**config.mk**
```make
export PLATFORM = sky130hd
export DESIGN_NAME = des_key_schedule
export DESIGN_NICKNAME = d
export VERILOG_FILES = /design/src/rtl/des_pkg.sv /design/src/rtl/des_pc2.sv /design/src/rtl/des_key_schedule.sv
export SDC_FILE = /design/constraint.sdc
export NUM_CORES = 1
export LEC_CHECK = 0
export ABC_AREA = 0
export CAP_MARGIN = 20
export CORE_MARGIN = 5
export CORE_UTILIZATION = 54
export CTS_BUF_LIST = sky130_fd_sc_hd__clkbuf_8 sky130_fd_sc_hd__clkbuf_16
export DETAILED_ROUTE_END_ITERATION = 16
export GPL_TIMING_DRIVEN = 0
export PLACE_DENSITY_LB_ADDON = 0.2
export SLEW_MARGIN = 10
export SYNTH_ARGS = -nofsm -noshare
export SYNTH_HDL_FRONTEND = slang
export SYNTH_SLANG_ARGS = --single-unit
```
**constraint.sdc**
```tcl
create_clock -name clk -period 2.9 [get_ports clk]
set_input_delay 0.87 -clock clk [delete_from_list [all_inputs] [get_ports clk]]
set_output_delay 0.87 -clock clk [all_outputs]
set_load 0.01 [all_outputs]
```
**src/rtl/des_pkg.sv**
```systemverilog
// rtl/des_pkg.sv - DES key-schedule permutation tables, shift schedule, rotate helpers, FSM state type
package des_pkg;

    typedef enum logic {
        IDLE = 1'b0,
        RUN  = 1'b1
    } state_t;

    // PC-1: 1-based DES key bit numbers, C half first then D half
    localparam int PC1_TAB [56] = '{
        57, 49, 41, 33, 25, 17,  9,  1, 58, 50, 42, 34, 26, 18,
        10,  2, 59, 51, 43, 35, 27, 19, 11,  3, 60, 52, 44, 36,
        63, 55, 47, 39, 31, 23, 15,  7, 62, 54, 46, 38, 30, 22,
        14,  6, 61, 53, 45, 37, 29, 21, 13,  5, 28, 20, 12,  4
    };

    // PC-2: 1-based bit numbers into the 56-bit C||D concatenation
    localparam int PC2_TAB [48] = '{
        14, 17, 11, 24,  1,  5,  3, 28, 15,  6, 21, 10,
        23, 19, 12,  4, 26,  8, 16,  7, 27, 20, 13,  2,
        41, 52, 31, 37, 47, 55, 30, 40, 51, 45, 33, 48,
        44, 49, 39, 56, 34, 53, 46, 42, 50, 36, 29, 32
    };

    // Left-rotate amount per round, index 0 is round 1
    localparam int SHIFT_SCHED [16] = '{1, 1, 2, 2, 2, 2, 2, 2, 1, 2, 2, 2, 2, 2, 2, 1};

    // DES bit n lives at key[64-n]; result bit n lives at cd[56-n]
    function automatic logic [55:0] pc1(input logic [63:0] key);
        logic [55:0] cd;
        cd = '0;
        for (int i = 0; i < 56; i++) begin
            cd[55-i] = key[64-PC1_TAB[i]];
        end
        return cd;
    endfunction

    // C||D bit n lives at cd[56-n]; subkey bit n lives at k[48-n]
    function automatic logic [47:0] pc2(input logic [55:0] cd);
        logic [47:0] k;
        k = '0;
        for (int i = 0; i < 48; i++) begin
            k[47-i] = cd[56-PC2_TAB[i]];
        end
        return k;
    endfunction

    function automatic logic shift_is_two(input logic [3:0] idx);
        return (SHIFT_SCHED[idx] == 2);
    endfunction

    function automatic logic [27:0] rotl28(input logic [27:0] x, input logic two);
        return two ? {x[25:0], x[27:26]} : {x[26:0], x[27]};
    endfunction

    function automatic logic [27:0] rotr28(input logic [27:0] x, input logic two);
        return two ? {x[1:0], x[27:2]} : {x[0], x[27:1]};
    endfunction

    // A DES key byte is well-formed when it has an odd number of ones
    function automatic logic key_parity_err(input logic [63:0] key);
        logic err;
        err = 1'b0;
        for (int b = 0; b < 8; b++) begin
            if (~^key[b*8 +: 8]) begin
                err = 1'b1;
            end
        end
        return err;
    endfunction

endpackage

```
**src/rtl/des_pc2.sv**
```systemverilog
// rtl/des_pc2.sv - combinational 56-to-48 PC-2 permutation
module des_pc2
    import des_pkg::*;
(
    input  logic [55:0] i_cd,
    output logic [47:0] o_k
);

    assign o_k = pc2(i_cd);

endmodule

```
**src/rtl/des_key_schedule.sv**
```systemverilog
// rtl/des_key_schedule.sv - sequential DES subkey generator with encrypt/decrypt order and backpressure
module des_key_schedule
    import des_pkg::*;
#(
    parameter bit PARITY_CHK = 1'b1
)
(
    input  logic        clk,
    input  logic        rst,
    input  logic        start,
    input  logic        decrypt,
    input  logic [63:0] key,
    output logic        ready,
    output logic        subkey_valid,
    input  logic        subkey_ready,
    output logic [47:0] subkey,
    output logic [3:0]  round,
    output logic        last,
    output logic        parity_err
);

    state_t      r_state;
    state_t      w_state_nxt;
    logic [27:0] r_c;
    logic [27:0] r_d;
    logic [3:0]  r_step;
    logic        r_mode;
    logic        r_parity_err;

    logic        w_load;
    logic        w_adv;
    logic        w_final;
    logic [55:0] w_pc1;
    logic [3:0]  w_shift_idx;
    logic [27:0] w_c_nxt;
    logic [27:0] w_d_nxt;
    logic        w_par;
    logic [47:0] w_subkey;

    assign w_load  = (r_state == IDLE) && start;
    assign w_adv   = (r_state == RUN) && subkey_ready;
    assign w_final = w_adv && (r_step == 4'd15);
    assign w_pc1   = pc1(key);
    assign w_par   = PARITY_CHK ? key_parity_err(key) : 1'b0;

    // Next C/D: load applies the first step; decrypt starts at C16D16 which equals C0D0
    always_comb begin
        w_c_nxt     = r_c;
        w_d_nxt     = r_d;
        w_shift_idx = 4'd0;
        if (w_load) begin
            if (decrypt) begin
                w_c_nxt = w_pc1[55:28];
                w_d_nxt = w_pc1[27:0];
            end else begin
                w_c_nxt = rotl28(w_pc1[55:28], shift_is_two(4'd0));
                w_d_nxt = rotl28(w_pc1[27:0], shift_is_two(4'd0));
            end
        end else if (w_adv && !w_final) begin
            if (r_mode) begin
                w_shift_idx = 4'd15 - r_step;
                w_c_nxt     = rotr28(r_c, shift_is_two(w_shift_idx));
                w_d_nxt     = rotr28(r_d, shift_is_two(w_shift_idx));
            end else begin
                w_shift_idx = r_step + 4'd1;
                w_c_nxt     = rotl28(r_c, shift_is_two(w_shift_idx));
                w_d_nxt     = rotl28(r_d, shift_is_two(w_shift_idx));
            end
        end
    end

    // Next state: a job ends on the handshake of the 16th subkey
    always_comb begin
        w_state_nxt = r_state;
        case (r_state)
            IDLE:    if (start)   w_state_nxt = RUN;
            RUN:     if (w_final) w_state_nxt = IDLE;
            default: w_state_nxt = IDLE;
        endcase
    end

    // State register
    always_ff @(posedge clk or negedge rst) begin
        if (!rst) begin
            r_state <= IDLE;
        end else begin
            r_state <= w_state_nxt;
        end
    end

    // Key halves, step counter, mode and sticky parity flag
    always_ff @(posedge clk or negedge rst) begin
        if (!rst) begin
            r_c          <= '0;
            r_d          <= '0;
            r_step       <= '0;
            r_mode       <= 1'b0;
            r_parity_err <= 1'b0;
        end else begin
            r_c <= w_c_nxt;
            r_d <= w_d_nxt;
            if (w_load) begin
                r_step       <= 4'd0;
                r_mode       <= decrypt;
                r_parity_err <= w_par;
            end else if (w_final) begin
                r_step <= 4'd0;
            end else if (w_adv) begin
                r_step <= r_step + 4'd1;
            end
        end
    end

    des_pc2 u_pc2 (
        .i_cd ({r_c, r_d}),
        .o_k  (w_subkey)
    );

    assign ready        = (r_state == IDLE);
    assign subkey_valid = (r_state == RUN);
    assign subkey       = w_subkey;
    assign round        = r_mode ? (4'd15 - r_step) : r_step;
    assign last         = (r_state == RUN) && (r_step == 4'd15);
    assign parity_err   = r_parity_err;

endmodule

```
; ---- After elaboration in Yosys (flattened, before gate mapping)
; Memory sizes are Yosys's and may differ from the RTL's.
; Cells that the tools add are included.
[totals]
reg_bits = 63
mem_bits_ro = 1024
input_bits = 69
out_inout_bits = 56
memories = 2
[classes]
addsub = 2
order_cmp = 2
n_eq_ne = 3
mux = 31
bitwise_logic = 3
n_reduce_logical = 16
[mem_list]
columns = name, depth, width, rd, rd_ports_with_merged_regs, write_ports, line
row1 = (name not given), 16, 32, 1, 0, 0, des_pkg.sv:49  ; return (SHIFT_SCHED[idx] == 2);
row2 = (name not given), 16, 32, 1, 0, 0, des_pkg.sv:49
[op_table]
columns = cell, n
row1 = 2-to-1 mux 28 bit, 12
row2 = 2-to-1 mux 32 bit, 4
row3 = == test 32 x 3 -> 1 bit (second input constant), 2
row4 = XNOR reduction 8 bit, 8
row5 = 2-to-1 mux 4 bit, 4
row6 = greater-or-equal comparator 5 bit (second input constant), 2
row7 = 2-to-1 mux 1 bit, 10
row8 = inverter 4 -> 5 bit, 2
row9 = logical AND 1 bit, 5
row10 = adder 4 x 1 -> 4 bit (second input constant), 1
row11 = == test 4 bit (second input constant), 1
row12 = subtractor 4 bit (first input constant), 1
row13 = nonzero test 3 bit, 1
row14 = case mux 1 bit (2 select lines), 1
row15 = nonzero test 2 bit, 1
row16 = logical NOT 1 bit, 1
row17 = inverter 1 bit, 1

; ---- Longest topological paths before layout
[logic_depth]
depth_word = 10
mapped_depth = 10
mapped_depth_nobuf = 7

; ---- Hierarchy
; From an unflattened synthesis, not the netlist that was laid out.
[hier_totals]
hier_cells = 810
area_unflattened_um2 = 6383.6
[modules_own_cells]
columns = mod, n_inst, cells_per_inst, area_each_um2
row1 = des_key_schedule, 1, 762, 6023.3
row2 = des_pc2, 1, 48, 360.3

; ---- Least setup slack after synthesis
; Ideal clock, no wire load.
[synth_timing]
path_type = register -> register
from = register r_step[1]
to = register r_c[13]
setup_ps = 126
arrival_ps = 2147
required_time_ps = 2774
slack_ps = 627
path_stages_with_launch = 11
path_buffers = 3
synth_period_minus_slack_ps = 2273
path_cell_list = dfrtp_1 > buf_2 > inv_1 > ha_1 > nand2b_1 > a211o_1 > clkbuf_1 > clkbuf_1 > nand4_1 > a21oi_1 > o32a_1
[synth_via]
elab_chain_len = 10
word_cells_on_any_way = 22
[synth_rtl]
columns = item, line
row1 = from (decl), des_key_schedule.sv:26  ; logic [3:0] r_step;
row2 = from (signal assigned), des_key_schedule.sv:109  ; r_step <= r_step + 4'd1;
row3 = adder 4 x 1 -> 4 bit or subtractor 4 bit (tied branches), "des_key_schedule.sv:65, des_key_schedule.sv:61"
row4 = inverter 4 -> 5 bit (not written as such), des_pkg.sv:49
row5 = memory (16 x 32 bit), n/a
row6 = 2-to-1 mux 32 bit (2 in series), n/a
row7 = == test 32 x 3 -> 1 bit, n/a
row8 = "2-to-1 mux 28 bit, on equally long branches", "des_pkg.sv:53, des_pkg.sv:57"
row9 = 2-to-1 mux 28 bit, des_key_schedule.sv:60  ; if (r_mode) begin
row10 = 2-to-1 mux 28 bit, des_key_schedule.sv:59  ; end else if (w_adv && !w_final) begin
row11 = 2-to-1 mux 28 bit, des_key_schedule.sv:51  ; if (w_load) begin
row12 = to (signal assigned), des_key_schedule.sv:100  ; r_c <= w_c_nxt;
row13 = to (decl), des_key_schedule.sv:24  ; logic [27:0] r_c;
; Parallel ways exist; a longest one is shown, timed or not. The select of a mux whose other input is x is not followed.
; A chain may end at the register's enable or synchronous reset.

; ---- Worst setup path after layout
[layout_timing]
from = input port start
to = register r_d[8]
[layout_via]
elab_chain_len = 2
word_cells_on_any_way = 3
[layout_rtl]
columns = item, line
row1 = from (decl), des_key_schedule.sv:10  ; input logic start,
row2 = logical AND 1 bit (*), des_key_schedule.sv:40  ; assign w_load = (r_state == IDLE) && start;
row3 = 2-to-1 mux 28 bit or nonzero test 2 bit (tied branches), n/a
row4 = to (signal assigned), des_key_schedule.sv:101  ; r_d <= w_d_nxt;
row5 = to (decl), des_key_schedule.sv:25  ; logic [27:0] r_d;
; Every way passes the cells marked *; elsewhere a longest branch is shown, timed or not.

==> impl_results.md <==
- Vias post-DR: approximately 7200
- Yosys warning count: 0
- Cell variety after synth: 43
- DRT Pass-1 Iters: 5
- Routed Antenna Nets: 0
- Type of element capturing the critical path: flip-flop
- CP arrival: 3070 ps
- Final setup vio count: 0
- Final worst clock skew: about 8.4 ps
- Top cell type by total area after synthesis: dfrtp_1
- Min Tclk post-route: 2850 ps
- Largest fanout on the critical path: 10
- Clk_lat worst skew: 340 ps
- Max-cap viol count: 0
- Adder-cell share of the synthesized area: 0.592%
- CP Launch Type: input pin
- WP data required: 3120 ps
- Dominant cells by area after synthesis: dfrtp_1 (25%), mux2i_1 (8.8%), xnor2_1 (7.5%), a21oi_1 (7.2%), nand2_1 (7.0%)
- Layout Utilization: 70.4%
- P_int: 4.66 mW
- Num CTS Buffers: 9
- Final instance area: 0.00807 mm2
- Die height: 118 um
- Post-synthesis mux area share: 8.84%
- Clock transition at path regs: 60 ps
- CP Class: in2reg
- Final WL: 24.2 mm
- Post-synthesis sequential area ratio: 24.9%
- Fmax: 351 MHz
- Non-Filler Instances: 1091
- Peak supply drop: approximately 0.7 mV
- Net count, final: 1017
- Slew Limit Fails: 0
- Most frequent cells after synthesis: nand2_1 (118), a21oi_1 (91), dfrtp_1 (63), mux2i_1 (56), xnor2_1 (54)
- Placer congestion estimate: between 1 and 1.5
- Number of synthesized flops with an enable pin: 0
- Cell Rows: 39
- Worst-margin pin slew: 731 ps
- RSZ-0062 raised after global routing: false
- Pwr dens: 1100 mW/mm2
- Die X: between 100 and 150 um
- Synthesized flop and latch total: 63
- Wirelength per Cell: 22.2 um
- Most frequent cell after synthesis: nand2_1
- HP Class: in2async
- Xor/xnor share of the synthesized area: 8.29%
- Top_reg_cell synth: dfrtp_1
- GRT Total Usage: between 30% and 40%
- Synthesized instance count: 809
- Number of global-route vias before repair: 6821
- Area post-placement: approximately 0.0078 mm2
- DP HPWL: 17.5 mm
- Status: completed
- Syn nets: 881
- CTS Hold Bufs: 0
- Syn Area/Cell: a little under 8 um2
- Port Buffer Count: about 120
- Simple-Gate Fraction of Synth Area: 13.6%
- CTS tree: yes
- Final Hold Viols: 0
- Layout cells sized above 1: 12.1%
- Starting density of the core: a little under three fifths
- Area fraction in compound gates after synthesis: 31.8%
- Final setup TNS: 0 ps
- Post-synth ARST share: 100%
- Remaining DRCs: 0
- Ant. Diodes: 0
- First-pass GRT wire length: 38.1 mm
- Leakage: 3.32 nW
- Slew headroom: approximately half
- Switching Fraction: between 40% and 50%
- Root buffer cell: clkbuf_16
- Part of the power in registers: 23.7%
- Area of the die: approximately 0.014 mm2
- CTS H-Tree Depth: 3
- # IOs: about 130
- Clk pwr share: 11.6%
- 1st-iter DRT viols: slightly above 1000
- Remaining Overflow, GRT: 0
- Max Buffers Root-to-Sink: 2
- Synth top area share: 24.9%
- Largest family of logic cells by synthesized area: compound AO/OA/AOI/OAI gates
- Number of vias per cell: 6.63
- Comb power frac: 64.7%
- Area Overhead vs Synth: 27.3%
- TritonCTS Sinks: 63
- Final period utilization: roughly 98%
- Initial antenna violation count: 0
- Placed Cells: 1076
- Synth Cell Area: 0.00634 mm2
- Area of the core: ~0.011 mm2
- Sw Pwr: 4.24 mW
- Largest net degree at the start of global routing: 36
==> repair_timing <==
item                       4_1_cts  5_1_grt
setup endpoints to repair        4       53
buffers inserted                 0        1
pin swaps                        0        1
resized for setup                4       20
==> flip-flops by register name, indices dropped and copies added, names as in the netlist <==
signal and flops:
parity_err 1, r_c 28, r_d 28, r_mode 1
r_step 4, subkey_valid 1
==> cell usage in the layout (no fill, tap or decap), types with 3 or more instances in the layout <==
master and instances:
clkdlybuf4s50_1 122, nand2_1 118, a21oi_1 91, dfrtp_1 63
mux2i_1 56, xnor2_1 54, buf_4 53, o21ai_0 38
o31ai_1 35, clkbuf_1 34, nand4_1 34, o32a_1 34
buf_2 28, nor2_1 25, o31a_1 23, a211oi_1 21
a31o_1 21, o21ai_1 21, clkbuf_16 9, clkbuf_2 8
buf_6 6, xor2_1 6, inv_1 5, a31oi_1 5
buf_1 4, ha_1 3
==> layer usage <==
| layer | up-vias | part of all wire (%) | global-route usage (%) |
|---|---|---|---|
| met1 | 3358 | 39 | 45.8 |
| met3 | 84 | 13 | 8.83 |
| met4 | 0 | 3.4 | 12.5 |
| li1 | 3213 | - | - |
| met5 | - | 0 | 0 |
| met2 | 575 | 45 | 51.6 |
==> power by group through the flow <==
| stage | logic [mW] | registers [mW] | clock network (mW) |
|---|---|---|---|
| global route | 6.19 | 2.16 | 1.06 |
| global placement | 5.51 | 2.07 | 0 |
| floorplan | 3.83 | 1.79 | 0 |
| detailed placement | 5.59 | 2.06 | 0 |
| finish | 5.76 | 2.11 | 1.03 |
| CTS | 5.63 | 2.05 | 1.02 |
==> critical path, stage by stage <==
cell and delay [ps]:
clkdlybuf4s50_1 510, nor2b_2 310, or2_2 170, clkbuf_1 380
buf_2 360, a21oi_1 90, o32a_1 360
==> through the flow <==
step                      power (mW)  setup slack [ps]  hold slack [ps]
after global routing            9.40              1.42              494
after CTS                       8.70              8.27              480
after global placement          7.58             -1370              572
after detailed placement        7.65              -312              582
final                           8.90              47.5              451
after floorplan                 5.61               627              530
==> cell type report <==
| cell class | count | area (um2) |
|---|---|---|
| sequential | 63 | 1580 |
| fill | 973 | 3400 |
| multi-input combinational | 611 | 4010 |
| clock inverter | 3 | 12.5 |
| inverter | 4 | 15.0 |
| buffer | 131 | 773 |
| tap | 143 | 179 |
| clock buffer | 11 | 253 |
| timing repair buffer | 125 | 1260 |
==> path summary, 6_finish.rpt <==
path | endpoint | slack, ps | cells after the start | startpoint
worst max-delay path | r_d[8] | 50 | 7 | start
worst min-delay path | r_c[10] | 450 | 1 | rst
worst max register to register | r_d[18] | 180 | 10 | r_step[1]
worst min register to register | r_c[19] | 600 | 1 | r_c[19]
max in group asynchronous | r_d[14] | 1900 | 2 | rst
min in group clk | r_c[19] | 600 | 1 | r_c[19]
==> kinds of logic after synthesis <==
logic type / after synthesis
AOI/OAI and AO/OA: 299
muxes: 56
adders and majority gates: 3
and+or+nand+nor: 193
DFF: 63
buffers and inverters: 135
xor gates and xnor gates: 60
Note: power is estimated with default switching activity, not from simulation.
